$ cat src/rtl/pc_fetch_pkg.sv
// Shared types and constants for the PC fetch unit: fetch FSM states,
// {PCBsrc,PCAsrc} select encodings and the sequential step size.
package pc_fetch_pkg;

  typedef enum logic [1:0] {
    IDLE = 2'd0,
    REQ  = 2'd1,
    WAIT = 2'd2,
    HOLD = 2'd3
  } fetch_state_t;

  localparam logic [1:0] PC_SEQ = 2'b00;
  localparam logic [1:0] PC_IMM = 2'b01;
  localparam logic [1:0] PC_REG = 2'b11;

  localparam int PC_STEP = 4;

  function automatic logic is_redirect(input logic valid, input logic [1:0] sel);
    return valid && (sel != PC_SEQ);
  endfunction

endpackage

$ cat src/rtl/next_pc_adder.sv
// Redirect target: (b_src ? rs1 : pc) + (a_src ? imm : 4), wrapping, with
// bit 0 cleared for register-based (jalr) targets.
module next_pc_adder
  import pc_fetch_pkg::*;
#(
  parameter int XLEN = 32
) (
  input  logic            pc_b_src,
  input  logic            pc_a_src,
  input  logic [XLEN-1:0] ex_pc,
  input  logic [XLEN-1:0] ex_rs1,
  input  logic [XLEN-1:0] ex_imm,
  output logic [XLEN-1:0] target
);

  logic [XLEN-1:0] base;
  logic [XLEN-1:0] offset;

  always_comb begin
    base   = pc_b_src ? ex_rs1 : ex_pc;
    offset = pc_a_src ? ex_imm : XLEN'(PC_STEP);
    target = base + offset;
    if (pc_b_src) target[0] = 1'b0;
  end

endmodule

$ cat src/rtl/pc_fetch_unit.sv
// Fetch PC holder and one-outstanding instruction fetcher with branch redirect.
// Optional FETCH_MISALIGN_CHECK_EN: misaligned targets raise sticky fetch_misalign and park fetch.
module pc_fetch_unit
  import pc_fetch_pkg::*;
#(
  parameter int              XLEN     = 32,
  parameter logic [XLEN-1:0] RESET_PC = '0
) (
  input  logic            clk,
  input  logic            rst_n,
  input  logic            ex_valid,
  input  logic            ex_pc_b_src,
  input  logic            ex_pc_a_src,
  input  logic [XLEN-1:0] ex_pc,
  input  logic [XLEN-1:0] ex_rs1,
  input  logic [XLEN-1:0] ex_imm,
  output logic            imem_req_valid,
  input  logic            imem_req_ready,
  output logic [XLEN-1:0] imem_addr,
  input  logic            imem_resp_valid,
  input  logic [31:0]     imem_resp_data,
  output logic            inst_valid,
  input  logic            inst_ready,
  output logic [31:0]     inst,
  output logic [XLEN-1:0] inst_pc,
`ifdef FETCH_MISALIGN_CHECK_EN
  output logic            fetch_misalign,
`endif
  output fetch_state_t    state_dbg
);

  // Handshakes: a transfer happens on a rising edge where valid && ready;
  // once valid is raised it and its payload hold until that transfer.

  fetch_state_t    state_q, state_d, resume_state;
  logic [XLEN-1:0] fetch_pc_q, fetch_pc_d;
  logic [XLEN-1:0] pend_pc_q, pend_pc_d;
  logic [XLEN-1:0] inst_pc_q, inst_pc_d;
  logic [31:0]     inst_q, inst_d;
  logic            pend_q, pend_d;
  logic            kill_q, kill_d;
  logic            redirect, park;
  logic [XLEN-1:0] target_raw, target;

  next_pc_adder #(.XLEN(XLEN)) u_next_pc_adder (
    .pc_b_src (ex_pc_b_src),
    .pc_a_src (ex_pc_a_src),
    .ex_pc    (ex_pc),
    .ex_rs1   (ex_rs1),
    .ex_imm   (ex_imm),
    .target   (target_raw)
  );

  assign redirect = is_redirect(ex_valid, {ex_pc_b_src, ex_pc_a_src});

`ifdef FETCH_MISALIGN_CHECK_EN
  logic misalign_q, misalign_hit;

  assign target       = target_raw;
  assign misalign_hit = redirect && (target_raw[1:0] != 2'b00);
  assign park         = misalign_q || misalign_hit;
  assign fetch_misalign = misalign_q;

  always_ff @(posedge clk) begin
    if (!rst_n) misalign_q <= 1'b0;
    else        misalign_q <= misalign_q || misalign_hit;
  end
`else
  assign target = target_raw & ~XLEN'(3);
  assign park   = 1'b0;
`endif

  always_ff @(posedge clk) begin
    if (!rst_n) begin
      state_q    <= IDLE;
      fetch_pc_q <= RESET_PC;
      pend_q     <= 1'b0;
      pend_pc_q  <= '0;
      kill_q     <= 1'b0;
      inst_q     <= '0;
      inst_pc_q  <= '0;
    end else begin
      state_q    <= state_d;
      fetch_pc_q <= fetch_pc_d;
      pend_q     <= pend_d;
      pend_pc_q  <= pend_pc_d;
      kill_q     <= kill_d;
      inst_q     <= inst_d;
      inst_pc_q  <= inst_pc_d;
    end
  end

  always_comb begin
    state_d      = state_q;
    fetch_pc_d   = fetch_pc_q;
    pend_d       = pend_q;
    pend_pc_d    = pend_pc_q;
    kill_d       = kill_q;
    inst_d       = inst_q;
    inst_pc_d    = inst_pc_q;
    resume_state = park ? IDLE : REQ;
    unique case (state_q)
      IDLE: begin
        if (redirect) fetch_pc_d = target;
        state_d = resume_state;
      end
      REQ: begin
        // The request address must not move before acceptance, so a redirect
        // is parked in pend_pc and applied when the stale request goes out.
        if (imem_req_ready) begin
          state_d = WAIT;
          pend_d  = 1'b0;
          if (redirect) begin
            fetch_pc_d = target;
            kill_d     = 1'b1;
          end else if (pend_q) begin
            fetch_pc_d = pend_pc_q;
            kill_d     = 1'b1;
          end
        end else if (redirect) begin
          pend_d    = 1'b1;
          pend_pc_d = target;
        end
      end
      WAIT: begin
        if (redirect) begin
          fetch_pc_d = target;
          if (imem_resp_valid) begin
            kill_d  = 1'b0;
            state_d = resume_state;
          end else begin
            kill_d = 1'b1;
          end
        end else if (imem_resp_valid) begin
          if (kill_q || park) begin
            kill_d  = 1'b0;
            state_d = resume_state;
          end else begin
            inst_d    = imem_resp_data;
            inst_pc_d = fetch_pc_q;
            state_d   = HOLD;
          end
        end
      end
      HOLD: begin
        if (redirect) begin
          fetch_pc_d = target;
          state_d    = resume_state;
        end else if (inst_ready) begin
          fetch_pc_d = fetch_pc_q + XLEN'(PC_STEP);
          state_d    = REQ;
        end
      end
      default: state_d = IDLE;
    endcase
  end

  always_comb begin
    imem_req_valid = (state_q == REQ);
    imem_addr      = fetch_pc_q;
    inst_valid     = (state_q == HOLD);
    inst           = inst_q;
    inst_pc        = inst_pc_q;
    state_dbg      = state_q;
  end

endmodule

$ cat config.mk
export PLATFORM = sky130hd
export DESIGN_NAME = pc_fetch_unit
export DESIGN_NICKNAME = d
export VERILOG_FILES = /design/src/rtl/pc_fetch_pkg.sv /design/src/rtl/next_pc_adder.sv /design/src/rtl/pc_fetch_unit.sv
export SDC_FILE = /design/constraint.sdc
export NUM_CORES = 1
export LEC_CHECK = 0
export CAP_MARGIN = 10
export CORE_MARGIN = 2
export CORE_UTILIZATION = 40
export CTS_CLUSTER_DIAMETER = 60
export DETAILED_ROUTE_END_ITERATION = 16
export DONT_BUFFER_PORTS = 1
export MAX_ROUTING_LAYER = met4
export PLACE_DENSITY = 0.6
export SYNTH_ARGS = -nofsm -noshare
export SYNTH_HDL_FRONTEND = slang
export SYNTH_SLANG_ARGS = --single-unit
$ cat constraint.sdc
create_clock -name clk -period 5.1 [get_ports clk]
set_input_delay 1.02 -clock clk [delete_from_list [all_inputs] [get_ports clk]]
set_output_delay 1.02 -clock clk [all_outputs]
set_load 0.02 [all_outputs]
==> flow_summary.json <==
{
  "grt_pass1_wl_microns": 36300,
  "rsz0062_at_grt": "false",
  "crit_required_ps": 5430,
  "fin_nets": 1189,
  "p_leak_nw": 3.08,
  "final_hold_viol_count": 0,
  "slew_violations": 0,
  "reg2reg_depth": 10,
  "worst_pin_slew_ps": 1150,
  "clk_latency_ps": 420,
  "dr.pass1.iters": 4,
  "tns_ps": 0,
  "grt_pass1_vias": 6555,
  "postCtsResizedCells": 0,
  "switching_share_pct": 35.5,
  "num_vias": 7356,
  "synth_seq_cells": 126,
  "cts.sinks": 126,
  "core_area_sq_mm": 0.0194,
  "synthDistinctLibCells": 66,
  "fin_area_sq_mm": 0.00863,
  "wirelength_microns": 24100,
  "ys.warnings.count": 0,
  "p_seq_share_pct": 38.9,
  "syn_area_sq_mm": 0.00786,
  "maxCapViolCount": 0,
  "hold_ws_ps": 451,
  "placed_cell_area_sq_mm": 0.00803,
  "pwr-share-comb_pct": 23.2,
  "grt_start_max_net_pins": 105,
  "setup_viol": 0,
  "grt_usage_pct": 23.1,
  "die_x_microns": 144,
  "post-route-drc-count": 0,
  "max_freq_ghz": 0.298,
  "vdd_ir_drop_max_mv": 0.220,
  "numCtsBuffers": 17,
  "yosysSeqAreaShare_pct": 32.1,
  "netlist_instances": 1056,
  "outcome": "finished, final reports clean",
  "place.port_buffers": 0,
  "fin_crit_ps": 3360,
  "cts_tree": "yes",
  "cp_data_arrival_time_ps": 3690,
  "switching_power_mw": 1.16,
  "initial_core_util_pct": 40.5,
  "crit_fanout": 27,
  "cts_root_buffer": "clkbuf_16",
  "synth_edf_count": 0,
  "grt_antenna_before_repair": 1,
  "overflow": 0,
  "power_density_mw_per_mm2": 379,
  "ctsHoldBuffers": 0,
  "routedWlPerCell_microns": 18.6,
  "synth_top_area_share_pct": 32.1,
  "worstHoldPathType": "reg -> reg",
  "cts_setup_buffers": 0,
  "cp-end-kind": "register",
  "place.gp.congestion": 0.894,
  "first_iter_violations": 492,
  "avgSynthCellArea_sq_um": 7.45,
  "whs_path_depth": 2,
  "slew_headroom_pct": 23.3,
  "htree_num_levels": 4,
  "clock_skew_ps": 10.0,
  "synth_area_leaders": "dfxtp_1, nand2_1, a21oi_1, ha_1, mux2_2",
  "die_h_microns": 144,
  "clk_pin_slew_ps": 60,
  "syn_to_final_growth_pct": 9.71,
  "crit_type": "reg -> reg",
  "internal_power_mw": 2.11,
  "dpl.hpwl_microns": 17100,
  "drive_gt1_share_pct": 8.64,
  "antenna_left": 0,
  "num_rows": 51,
  "p_clk_share_pct": 37.9,
  "yosys.area.top_type": "dfxtp_1",
  "pin_count": 236,
  "clockBufferDepth": 2,
  "viasPerCell": 5.68,
  "num-fill-cells": 1993,
  "ys_async_sr_fraction_pct": 0,
  "fin_crit_sh_pct": 65.8,
  "die-area_sq_mm": 0.0208,
  "cp-start-kind": "register",
  "synthFlopType": "dfxtp_1"
}
-- per-layer routing --
layer | GRT usage [%] | share of wire, %
met2 | 36.1 | 44
met5 | - | 0
met1 | 29.3 | 45
met3 | 5.56 | 9.8
met4 | 7.66 | 1.9
-- per-stage QoR --
step | worst slack, ps | utilization, % | instances | total power [mW]
finish | 1740 | 44.5 | 1296 | 3.27
global route | 1520 | 44.5 | 1296 | 3.43
CTS | 1750 | 44.5 | 1295 | 3.28
detailed placement | 1310 | 41.4 | 1263 | 2.04
global placement | 1340 | 41.4 | 1263 | 2.04
floorplan | 1010 | - | 1059 | 1.81
-- worst max-delay path, cell delays in order (launching register included) --
cell,delay [ps]
dfxtp_1,540
ha_1,340
or2_2,430
a21oi_1,120
o21a_1,190
buf_4,230
nor2_1,760
o21ai_0,210
o211ai_1,150
a21oi_1,60
a311oi_1,210
-- final timing paths --
check / from / slack (ps) / end
max: state_dbg[1] / 1740 / imem_addr[21]
min: pend_pc_q[15] / 450 / pend_pc_q[15]
max reg2reg: state_dbg[1] / 1740 / imem_addr[21]
min reg2reg: pend_pc_q[15] / 450 / pend_pc_q[15]
-- power by group through the flow --
stage / registers (mW) / logic, mW / clock network (mW)
after floorplan: 1.22 / 0.592 / 0
after global placement: 1.29 / 0.744 / 0
after detailed placement: 1.30 / 0.745 / 0
after CTS: 1.27 / 0.749 / 1.26
after global routing: 1.29 / 0.836 / 1.30
final: 1.27 / 0.758 / 1.24
-- state kept, by name, indices dropped and copies added, names as in the netlist --
register and cells:
pend_q 1, state_dbg 2, kill_q 1, inst_pc 30, pend_pc_q 30, imem_addr 30, inst 32
-- cells in the final DEF (no fill, tap or decap), types with 14 or more instances in the layout --
cell type and n:
clkbuf_16 17, dfxtp_1 126, nand3_1 29, nor3_1 19, xnor2_1 20, inv_1 17
o21ai_0 44, and2_1 33, xor2_1 32, a21oi_1 143, nand4_1 14, nand2_1 246
mux2_2 30, ha_1 36, nor2_1 40
-- synthesized netlist by cell type, drive strengths merged (3+ instances only) --
library cell and number:
a211oi 7, a21o 10, a21oi 143, a221oi 13, a22o 3, a311oi 4, a31oi 11, and2 33
and3 7, buf 12, clkbuf 61, dfxtp 126, ha 36, inv 18, mux2 30, mux2i 4
nand2 246, nand2b 6, nand3 30, nand4 15, nor2 41, nor3 22, o211ai 13, o21a 3
o21ai 52, o21bai 6, o221ai 6, o22ai 5, o31a 3, o31ai 4, or3 7, xnor2 20
xor2 32
-- kinds of logic (layout without fill, tap and decap cells) --
family / after synthesis / count (layout) / share of synthesized area [%]
compound gates: 301 / 301 / 23.4
xor+xnor: 52 / 52 / 5.79
fa+ha+maj: 36 / 36 / 5.73
buf+inv: 91 / 62 / 4.57
flops: 126 / 126 / 32.1
mux: 34 / 34 / 4.81
other cells: 1 / 5 / 0.0477
simple gates: 415 / 415 / 23.6
-- final cells by class --
type                    instances  area [sq um]  area share (%)
multi-input cells             842          5010            58.1
clock buffers                  19           433            5.02
diodes                          1          2.50          0.0290
well taps                     265           332            3.84
repair buffers                 12          90.1            1.04
inverters                      18          68.8           0.798
clock inverters                13           165            1.91
flip-flops and latches        126          2520            29.2
Power figures use the tool's default switching activity.
